===== config.mk =====
export PLATFORM = sky130hd
export DESIGN_NAME = br_amba_axil_mux
export DESIGN_NICKNAME = d
export VERILOG_FILES = /design/src/rtl/br_amba_axil_mux_pkg.sv /design/src/rtl/br_amba_axil_mux_tracker.sv /design/src/rtl/br_amba_axil_mux.sv
export SDC_FILE = /design/constraint.sdc
export NUM_CORES = 1
export LEC_CHECK = 0
export BUFFER_PORTS_ARGS = -buffer_cell sky130_fd_sc_hd__buf_4
export CAP_MARGIN = 20
export CORE_AREA = 2 2 178 180
export CTS_CLUSTER_SIZE = 20
export DETAILED_ROUTE_END_ITERATION = 10
export DIE_AREA = 0 0 180 182
export GPL_TIMING_DRIVEN = 0
export MAX_ROUTING_LAYER = met4
export RECOVER_POWER = 25
export SYNTH_ARGS = -nofsm -noshare
export SYNTH_HDL_FRONTEND = slang
export SYNTH_SLANG_ARGS = --single-unit

===== constraint.sdc =====
create_clock -name i_clk -period 9.8 [get_ports i_clk]
set_input_delay 0 -clock i_clk [delete_from_list [all_inputs] [get_ports i_clk]]
set_output_delay 0 -clock i_clk [all_outputs]
set_load 0.05 [all_outputs]

===== src/rtl/br_amba_axil_mux_pkg.sv =====
// Shared widths and arbitration state encoding for the AXI4-Lite initiator mux.
package br_amba_axil_mux_pkg;
    localparam int AxiProtWidth = 3;
    localparam int AxiRespWidth = 2;

    typedef enum logic {
        ST_IDLE   = 1'b0,
        ST_ACTIVE = 1'b1
    } arb_state_e;
endpackage


===== src/rtl/br_amba_axil_mux_tracker.sv =====
// One request path: round-robin grant, grant latch and an order-tracking FIFO
// whose head names the initiator owed the next response.
module br_amba_axil_mux_tracker
    import br_amba_axil_mux_pkg::*;
#(
    parameter int NumInitiators = 2,
    parameter int Depth         = 16,
    localparam int GrantWidth   = $clog2(NumInitiators)
) (
    input  logic                     i_clk,
    input  logic                     i_rst,
    input  logic [NumInitiators-1:0] i_req,
    input  logic                     i_done,
    input  logic                     i_pop,
    output logic                     o_active,
    output logic [GrantWidth-1:0]    o_grant,
    output logic [GrantWidth-1:0]    o_head,
    output logic                     o_empty
);
    localparam int PtrWidth = $clog2(Depth);
    localparam int CntWidth = $clog2(Depth + 1);

    arb_state_e            r_state;
    logic [GrantWidth-1:0] r_grant;
    logic [GrantWidth-1:0] r_prio;
    logic [GrantWidth-1:0] r_mem [Depth];
    logic [PtrWidth-1:0]   r_wptr;
    logic [PtrWidth-1:0]   r_rptr;
    logic [CntWidth-1:0]   r_count;

    logic                  w_any;
    logic                  w_space;
    logic                  w_push;
    logic [GrantWidth-1:0] w_pick;
    logic [GrantWidth:0]   w_idx;

    // A pop in the same cycle frees a slot before the eventual push lands.
    assign w_space = (r_count != CntWidth'(Depth)) || i_pop;
    assign w_push  = (r_state == ST_ACTIVE) && i_done;

    always_comb begin
        w_any  = 1'b0;
        w_pick = '0;
        w_idx  = '0;
        for (int k = 0; k < NumInitiators; k++) begin
            w_idx = {1'b0, r_prio} + (GrantWidth + 1)'(k);
            if (w_idx >= (GrantWidth + 1)'(NumInitiators))
                w_idx = w_idx - (GrantWidth + 1)'(NumInitiators);
            if (!w_any && i_req[w_idx[GrantWidth-1:0]]) begin
                w_any  = 1'b1;
                w_pick = w_idx[GrantWidth-1:0];
            end
        end
    end

    always_ff @(posedge i_clk) begin
        if (i_rst) begin
            r_state <= ST_IDLE;
            r_grant <= '0;
            r_prio  <= '0;
        end else begin
            case (r_state)
                ST_IDLE: begin
                    if (w_any && w_space) begin
                        r_state <= ST_ACTIVE;
                        r_grant <= w_pick;
                        r_prio  <= (w_pick == GrantWidth'(NumInitiators - 1)) ? '0 : w_pick + 1'b1;
                    end
                end
                ST_ACTIVE: if (i_done) r_state <= ST_IDLE;
                default:   r_state <= ST_IDLE;
            endcase
        end
    end

    always_ff @(posedge i_clk) begin
        if (i_rst) begin
            r_wptr  <= '0;
            r_rptr  <= '0;
            r_count <= '0;
        end else begin
            if (w_push) begin
                r_mem[r_wptr] <= r_grant;
                r_wptr <= (r_wptr == PtrWidth'(Depth - 1)) ? '0 : r_wptr + 1'b1;
            end
            if (i_pop)
                r_rptr <= (r_rptr == PtrWidth'(Depth - 1)) ? '0 : r_rptr + 1'b1;
            case ({w_push, i_pop})
                2'b10:   r_count <= r_count + 1'b1;
                2'b01:   r_count <= r_count - 1'b1;
                default: r_count <= r_count;
            endcase
        end
    end

    assign o_active = (r_state == ST_ACTIVE);
    assign o_grant  = r_grant;
    assign o_head   = r_mem[r_rptr];
    assign o_empty  = (r_count == '0);
endmodule


===== src/rtl/br_amba_axil_mux.sv =====
// N-to-1 AXI4-Lite initiator mux: independent round-robin read/write arbitration,
// responses steered back through per-path grant-order trackers.
module br_amba_axil_mux
    import br_amba_axil_mux_pkg::*;
#(
    parameter int NumInitiators      = 2,
    parameter int AddrWidth          = 12,
    parameter int DataWidth          = 32,
    parameter int ReqUserWidth       = 8,
    parameter int ReqDataUserWidth   = 8,
    parameter int RespUserWidth      = 8,
    parameter int MaxOutstandingReqs = 16,
    localparam int StrobeWidth       = DataWidth / 8,
    localparam int GrantWidth        = $clog2(NumInitiators)
) (
    input  logic                                              i_clk,
    input  logic                                              i_rst,
    input  logic [NumInitiators-1:0][AddrWidth-1:0]           i_init_axil_awaddr,
    input  logic [NumInitiators-1:0][AxiProtWidth-1:0]        i_init_axil_awprot,
    input  logic [NumInitiators-1:0][ReqUserWidth-1:0]        i_init_axil_awuser,
    input  logic [NumInitiators-1:0]                          i_init_axil_awvalid,
    output logic [NumInitiators-1:0]                          o_init_axil_awready,
    input  logic [NumInitiators-1:0][DataWidth-1:0]           i_init_axil_wdata,
    input  logic [NumInitiators-1:0][StrobeWidth-1:0]         i_init_axil_wstrb,
    input  logic [NumInitiators-1:0][ReqDataUserWidth-1:0]    i_init_axil_wuser,
    input  logic [NumInitiators-1:0]                          i_init_axil_wvalid,
    output logic [NumInitiators-1:0]                          o_init_axil_wready,
    output logic [NumInitiators-1:0][AxiRespWidth-1:0]        o_init_axil_bresp,
    output logic [NumInitiators-1:0][RespUserWidth-1:0]       o_init_axil_buser,
    output logic [NumInitiators-1:0]                          o_init_axil_bvalid,
    input  logic [NumInitiators-1:0]                          i_init_axil_bready,
    input  logic [NumInitiators-1:0][AddrWidth-1:0]           i_init_axil_araddr,
    input  logic [NumInitiators-1:0][AxiProtWidth-1:0]        i_init_axil_arprot,
    input  logic [NumInitiators-1:0][ReqUserWidth-1:0]        i_init_axil_aruser,
    input  logic [NumInitiators-1:0]                          i_init_axil_arvalid,
    output logic [NumInitiators-1:0]                          o_init_axil_arready,
    output logic [NumInitiators-1:0][DataWidth-1:0]           o_init_axil_rdata,
    output logic [NumInitiators-1:0][AxiRespWidth-1:0]        o_init_axil_rresp,
    output logic [NumInitiators-1:0][RespUserWidth-1:0]       o_init_axil_ruser,
    output logic [NumInitiators-1:0]                          o_init_axil_rvalid,
    input  logic [NumInitiators-1:0]                          i_init_axil_rready,
    output logic [AddrWidth-1:0]                              o_axil_awaddr,
    output logic [AxiProtWidth-1:0]                           o_axil_awprot,
    output logic [ReqUserWidth-1:0]                           o_axil_awuser,
    output logic                                              o_axil_awvalid,
    input  logic                                              i_axil_awready,
    output logic [DataWidth-1:0]                              o_axil_wdata,
    output logic [StrobeWidth-1:0]                            o_axil_wstrb,
    output logic [ReqDataUserWidth-1:0]                       o_axil_wuser,
    output logic                                              o_axil_wvalid,
    input  logic                                              i_axil_wready,
    input  logic [AxiRespWidth-1:0]                           i_axil_bresp,
    input  logic [RespUserWidth-1:0]                          i_axil_buser,
    input  logic                                              i_axil_bvalid,
    output logic                                              o_axil_bready,
    output logic [AddrWidth-1:0]                              o_axil_araddr,
    output logic [AxiProtWidth-1:0]                           o_axil_arprot,
    output logic [ReqUserWidth-1:0]                           o_axil_aruser,
    output logic                                              o_axil_arvalid,
    input  logic                                              i_axil_arready,
    input  logic [DataWidth-1:0]                              i_axil_rdata,
    input  logic [AxiRespWidth-1:0]                           i_axil_rresp,
    input  logic [RespUserWidth-1:0]                          i_axil_ruser,
    input  logic                                              i_axil_rvalid,
    output logic                                              o_axil_rready
);
    logic                  w_wr_active, w_wr_empty, w_wr_done, w_aw_hs, w_w_hs, w_b_pop;
    logic                  w_rd_active, w_rd_empty, w_rd_done, w_r_pop;
    logic [GrantWidth-1:0] w_wr_grant, w_wr_head, w_rd_grant, w_rd_head;
    logic                  r_aw_done, r_w_done;

    br_amba_axil_mux_tracker #(.NumInitiators(NumInitiators), .Depth(MaxOutstandingReqs)) u_wr_trk (
        .i_clk(i_clk), .i_rst(i_rst), .i_req(i_init_axil_awvalid), .i_done(w_wr_done),
        .i_pop(w_b_pop), .o_active(w_wr_active), .o_grant(w_wr_grant), .o_head(w_wr_head),
        .o_empty(w_wr_empty)
    );

    br_amba_axil_mux_tracker #(.NumInitiators(NumInitiators), .Depth(MaxOutstandingReqs)) u_rd_trk (
        .i_clk(i_clk), .i_rst(i_rst), .i_req(i_init_axil_arvalid), .i_done(w_rd_done),
        .i_pop(w_r_pop), .o_active(w_rd_active), .o_grant(w_rd_grant), .o_head(w_rd_head),
        .o_empty(w_rd_empty)
    );

    assign o_axil_awaddr  = i_init_axil_awaddr[w_wr_grant];
    assign o_axil_awprot  = i_init_axil_awprot[w_wr_grant];
    assign o_axil_awuser  = i_init_axil_awuser[w_wr_grant];
    assign o_axil_awvalid = w_wr_active && i_init_axil_awvalid[w_wr_grant] && !r_aw_done;
    assign o_axil_wdata   = i_init_axil_wdata[w_wr_grant];
    assign o_axil_wstrb   = i_init_axil_wstrb[w_wr_grant];
    assign o_axil_wuser   = i_init_axil_wuser[w_wr_grant];
    assign o_axil_wvalid  = w_wr_active && i_init_axil_wvalid[w_wr_grant] && !r_w_done;
    assign w_aw_hs        = o_axil_awvalid && i_axil_awready;
    assign w_w_hs         = o_axil_wvalid && i_axil_wready;
    assign w_wr_done      = w_wr_active && (r_aw_done || w_aw_hs) && (r_w_done || w_w_hs);

    assign o_axil_araddr  = i_init_axil_araddr[w_rd_grant];
    assign o_axil_arprot  = i_init_axil_arprot[w_rd_grant];
    assign o_axil_aruser  = i_init_axil_aruser[w_rd_grant];
    assign o_axil_arvalid = w_rd_active && i_init_axil_arvalid[w_rd_grant];
    assign w_rd_done      = o_axil_arvalid && i_axil_arready;

    // Responses only route once a tracker entry exists, keeping reset outputs clean.
    assign o_axil_bready     = !w_wr_empty && i_init_axil_bready[w_wr_head];
    assign o_axil_rready     = !w_rd_empty && i_init_axil_rready[w_rd_head];
    assign w_b_pop           = i_axil_bvalid && o_axil_bready;
    assign w_r_pop           = i_axil_rvalid && o_axil_rready;
    assign o_init_axil_bresp = {NumInitiators{i_axil_bresp}};
    assign o_init_axil_buser = {NumInitiators{i_axil_buser}};
    assign o_init_axil_rdata = {NumInitiators{i_axil_rdata}};
    assign o_init_axil_rresp = {NumInitiators{i_axil_rresp}};
    assign o_init_axil_ruser = {NumInitiators{i_axil_ruser}};

    always_comb begin
        o_init_axil_awready = '0;
        o_init_axil_wready  = '0;
        o_init_axil_arready = '0;
        o_init_axil_bvalid  = '0;
        o_init_axil_rvalid  = '0;
        if (w_wr_active) begin
            o_init_axil_awready[w_wr_grant] = i_axil_awready && !r_aw_done;
            o_init_axil_wready[w_wr_grant]  = i_axil_wready && !r_w_done;
        end
        if (w_rd_active) o_init_axil_arready[w_rd_grant] = i_axil_arready;
        if (!w_wr_empty) o_init_axil_bvalid[w_wr_head] = i_axil_bvalid;
        if (!w_rd_empty) o_init_axil_rvalid[w_rd_head] = i_axil_rvalid;
    end

    always_ff @(posedge i_clk) begin
        if (i_rst || w_wr_done) begin
            r_aw_done <= 1'b0;
            r_w_done  <= 1'b0;
        end else begin
            r_aw_done <= r_aw_done || w_aw_hs;
            r_w_done  <= r_w_done || w_w_hs;
        end
    end

    // A response with no tracked request means the target was not reset with us.
    always @(posedge i_clk) begin
        if (!i_rst) begin
            assert (!(i_axil_bvalid && w_wr_empty));
            assert (!(i_axil_rvalid && w_rd_empty));
        end
    end
endmodule


# Word level (Yosys, flattened, before mapping)
# Memory sizes are Yosys's and may differ from the RTL's. A register that Yosys moved wholly into a read port is not among the register bits.
# Index checks and enable logic that the tools add are counted.
# op_classes
add_sub_neg	16
n_reduce_logical	43
mux	85
bitwise_logic	7
magnitude_cmp	16
eq_ne	10
# op_table
op	count
$mux 32	2
$mux 12	4
$mux 8	6
$mux 1	46
$mux 4	10
$logic_and 1x1->1	26
$pmux 5 s2	2
$add 4x1->4 const B	4
$eq 4x4->1 const B	4
$lt 1x2->1 const B	8
$mux 3	4
$add 5x1->5 const B	2
$and 2x2->2	5
$logic_not 5->1	2
$mux 2	5
$ne 5x5->1 const B	2
$sub 5x1->5 const B	2
$logic_not 1->1	6
$logic_or 1x1->1	5
$add 1x1->2 const B	2
$demux 1 s1	4
$eq 2x1->1 const B	2
$eq 2x2->1 const B	2
$ge 1x1->1 const B	4
8 further kinds	18
# word_totals
memories	2
regBits	34
out_inout_bits	209
mem_bits_rw	32
# memory_table
name	words	width	read_ports	rd_ports_with_merged_regs	write_ports	line	source
u_rd_trk.r_mem	16	1	1	1	1	br_amba_axil_mux_tracker.sv:26	logic [GrantWidth-1:0] r_mem [Depth];
u_wr_trk.r_mem	16	1	1	1	1	br_amba_axil_mux_tracker.sv:26	

# Longest topological paths before layout
# logic_depth
word_depth	12
depth_mapped	16

# Hierarchy
# A second synthesis with hierarchy kept.
# unflattened
hier_cells	553
hier_area_um2	5680.4
# by_module_without_submodules
mod	seq_area_each_um2	area_per_inst_um2	cells_each	instances
br_amba_axil_mux	40.0	2180.8	242	1
br_amba_axil_mux_tracker at u_rd_trk	880.8	1755.4	157	1
br_amba_axil_mux_tracker at u_wr_trk	880.8	1744.2	154	1

# Worst setup path after synthesis
# OpenSTA, ideal clock, no wires.
# synth_path
path_type	reg-to-reg
start	register u_wr_trk.r_grant, in the netlist u_wr_trk.o_grant
end	register u_wr_trk.r_count[4]
stages_incl_launch_ff	15
path_buffers	2
slack_ns	6.447
t_arrival_ns	3.226
synth_period_minus_slack_ns	3.353
path_cell_list	dfxtp_1 buf_2 mux2_2 a31o_2 nand3_1 clkbuf_1 ha_1 inv_1 fa_1 nor2b_1 o21ai_0 and3_1 nor3_1 xnor2_1 nor2_1
# synth_between
elab_chain_len	11
word_cells_on_any_way	19
cone_classes	eq/ne: 2; mux: 5; reduce/logical: 12
# synth_rtl
item	line	source
from (decl)	br_amba_axil_mux_tracker.sv:24	logic [GrantWidth-1:0] r_grant;
from (signal assigned)	br_amba_axil_mux_tracker.sv:66	r_grant <= w_pick;
$mux 1 (implied by the code) (2 in series)	br_amba_axil_mux.sv:87	assign o_axil_awvalid = w_wr_active && i_init_axil_awvalid[w_wr_grant] && !r_aw_done;
$logic_and 1x1->1 (2 in series)	br_amba_axil_mux.sv:87	
$logic_and 1x1->1	br_amba_axil_mux.sv:92	assign w_aw_hs = o_axil_awvalid && i_axil_awready;
$logic_or 1x1->1	br_amba_axil_mux.sv:94	assign w_wr_done = w_wr_active && (r_aw_done || w_aw_hs) && (r_w_done || w_w_hs);
$logic_and 1x1->1	br_amba_axil_mux.sv:94	
$logic_and 1x1->1 (*)	br_amba_axil_mux.sv:94	
$logic_and 1x1->1 (*)	br_amba_axil_mux_tracker.sv:39	assign w_push = (r_state == ST_ACTIVE) && i_done;
$eq 2x1->1 / $eq 2x2->1 (equally long branches)	br_amba_axil_mux_tracker.sv:88	case ({w_push, i_pop})
$pmux 5 s2 / $reduce_bool 2->1 (equally long branches)	--	
to (signal assigned)	br_amba_axil_mux_tracker.sv:89	2'b10: r_count <= r_count + 1'b1;
to (signal assigned)	br_amba_axil_mux_tracker.sv:90	2'b01: r_count <= r_count - 1'b1;
to (signal assigned)	br_amba_axil_mux_tracker.sv:91	default: r_count <= r_count;
to (decl)	br_amba_axil_mux_tracker.sv:29	logic [CntWidth-1:0] r_count;
# Every way passes the cells marked *; elsewhere a longest branch is shown, timed or not. The select of a mux whose other input is x is not followed.
# A chain may end at the register's enable or synchronous reset.

# Worst setup path after layout
# Ends and elaborated chain as after synthesis.

==> flow_metrics.tcl <==
set metrics [dict create \
    yosys_warnings 0 \
    hpwl_um 20100 \
    drt-vias-per-instance 4.00 \
    multi_input_area_mm2 0.00289 \
    min_from "i_axil_wready" \
    cts_tree "yes" \
    arrival_ps 4360 \
    max_freq_mhz 240 \
    first_global_vias 5445 \
    fp.dieH_um 182 \
    timing.setup.tns_ps 0 \
    crit_start "u_wr_trk.o_grant" \
    globalplace.congestion 0.808 \
    layout.area.seq_mm2 0.00180 \
    worst_setup_path_start_kind "register" \
    grt_pass1_wl_um 33100 \
    synth-edff-count 32 \
    critPathMaxStageDelay_ps 680 \
    antenna_found_initial 2 \
    slew_violations 0 \
    initial_utilization_pct 18.3 \
    min_period_ps 4170 \
    routed-via-count 5633 \
    cts_resized 0 \
    routed-wl-met3_um 2100 \
    core-area_mm2 0.0310 \
    num_rows 65 \
    syn_area_per_cell_um2 9.68 \
    finalWirelength_um 23100 \
    cts_max_level 3 \
    clk_latency_ps 340 \
    seq_area_frac_synth_pct 31.8 \
    final_cell_mix "buf_4, mux2_2, clkbuf_1" \
    cts_setup_buffers 0 \
    overflow 0 \
    hold_viol 0 \
    cts_root_buffer "clkbuf_16" \
    cts_max_path_buffers 2 \
    ios 458 \
    critPathMaxFanout 18 \
    grt_max_degree 19 \
    clock-sinks 74 \
    grt_usage_pct 13.6 \
    finalSetupViolCount 0 \
    slew_headroom_pct 54.3 \
    required_ps 10000 \
    synthFlopType "dfxtp_1" \
    p_leak_nw 4.06 \
    drive_gt1_share_pct 55.7 \
    synth_cell_types 59 \
    synth_cells 586 \
    final_cells 1410 \
    fillCellCount 3307 \
    drt-initial-drc-count 310 \
    routed.top_layer "met4" \
    ys_ff_latch 74 \
    status "completed" \
    synthArstFlopShare_pct 0 \
    p_total_mw 1.12 \
    synth.net_count 855 \
    final_nets 1270 \
    hold_class "primary input to register" \
    wl_per_cell_um 16.4 \
    crit_type "register to register" \
    reg2reg_from "u_wr_trk.o_grant" \
    skew_ps 7.80 \
    worst_slew_pin_slew_ps 686 \
    finish.utilization_pct 29.7 \
    final_common_cell "buf_4" \
    wl_met1_um 10100 \
    drc 0 \
    numCtsBuffers 9 \
    cp_num_buf_inv 3 \
    powerDensity_mw_per_mm2 122 \
    area_growth_pct 62.5 \
    crit_path_end_kind "register" \
    dr_wl_met2_um 10800 \
    numPortBuffers 404 \
    fin_crit_sh_pct 42.5 \
    path_clk_slew_ps 60 \
    critPathTopFamily "buffers and inverters" \
    synth.cell_area_mm2 0.00567 \
    maxCapViolations 0 \
    place_inst 1392 \
    vdd_ir_drop_max_mv 0.0818 \
    detail_route.first_pass.iterations 4 \
    ctsHoldBuffers 0 \
    ant_nets 0 \
    fp.dieW_um 180 \
    die-area_mm2 0.0328 \
    slowest_stage "dfxtp_1" \
    rsz0062_at_grt "false" \
    path_cells "buf_2 > mux2_2 > a31o_2 > nand3_1 > clkbuf_1 > ha_1 > inv_1 > fa_1 > nor2b_1 > o21ai_0 > and3_1 > nor3_1 > xnor2_1 > nor2_1" \
]
## Yosys cell counts, drive strengths merged, types with 3 or more instances
cell    instances  area, um2
a311oi          4       35.0
clkbuf         12       45.0
nor3           12       60.1
nor2b           8       50.1
and2           17        106
edfxtp         32        961
dfxtp          42        841
xor2            4       35.0
buf           120        866
xnor2           4       35.0
mux2           96       1080
and4b           3       30.0
a21o            5       37.5
a31o            4       35.0
or4             5       45.0
nand4           3       18.8
mux4            4       93.8
nand2          25       93.8
nand2b          5       31.3
nor4            3       18.8
ha             18        225
nand3           3       15.0
or2             4       25.0
a21oi          20        100
o211ai          3       22.5
and3            9       61.3
nor2           46        173
inv            19       71.3
o21ai          16       80.1
mux2i          10        100
## cells by family (layout without fill, tap and decap cells)
| group | count (synthesis) | count (layout) | share of synthesized area [%] |
|---|---|---|---|
| compound gates | 68 | 68 | 7.88 |
| other cells | 0 | 2 | 0 |
| buf+inv | 151 | 571 | 17.3 |
| xor+xnor | 8 | 8 | 1.24 |
| simple gates | 155 | 155 | 14.6 |
| mux | 110 | 110 | 22.5 |
| fa+ha+maj | 20 | 20 | 4.68 |
| flops | 74 | 74 | 31.8 |
## worst paths after layout
path | endpoint | slack (ps) | cells past startpoint
worst min register to register | u_wr_trk.r_prio | 520 | 1
worst max-delay path | u_wr_trk.r_count[4] | 5630 | 14
worst min-delay path | r_w_done | 80 | 3
worst max register to register | u_wr_trk.r_count[4] | 5630 | 14
## worst min-delay path, delay by kind of cell
kind	cells	cell delay, ps
AO/OA/AOI/OAI	1	150
buffers and inverters	1	90
AND/OR/NAND/NOR	1	140
## final cells by class
type / instances / share of cell area, %
Antenna cell: 2 / 0.0543
Buffer: 132 / 9.88
Clock buffer: 9 / 2.44
Clock inverter: 7 / 0.760
Inverter: 19 / 0.774
Multi-Input combinational cell: 361 / 31.3
Sequential cell: 74 / 19.6
Tap cell: 402 / 5.46
Timing Repair Buffer: 404 / 29.7
## per-stage QoR
| stage | cell area, um2 | setup WS [ps] | hold slack (ps) |
|---|---|---|---|
| 2_1_floorplan | 5670 | 6450 | 167 |
| 3_3_place_gp | 9210 | 5620 | 255 |
| 3_5_place_dp | 9210 | 5570 | 254 |
| 4_1_cts | 9500 | 5540 | 68.9 |
| 5_1_grt | 9210 | 5260 | 88.7 |
| 6_report | 9220 | 5630 | 76.3 |
## report_power, final
group	total, mW	internal, mW	switching [mW]	leakage [nW]
Clock	0.323	0.196	0.127	0.135
Sequential	0.332	0.326	0.00543	0.643
Combinational	0.467	0.174	0.293	3.28
Total	1.12	0.697	0.425	4.06
## layer usage
metal / track usage (%) / vias up
met5: - / -
met2: 21.0 / 204
met4: 2.15 / 0
li1: - / 2804
met3: 4.33 / 9
met1: 17.7 / 2616
(Power assumes the default switching activity.)
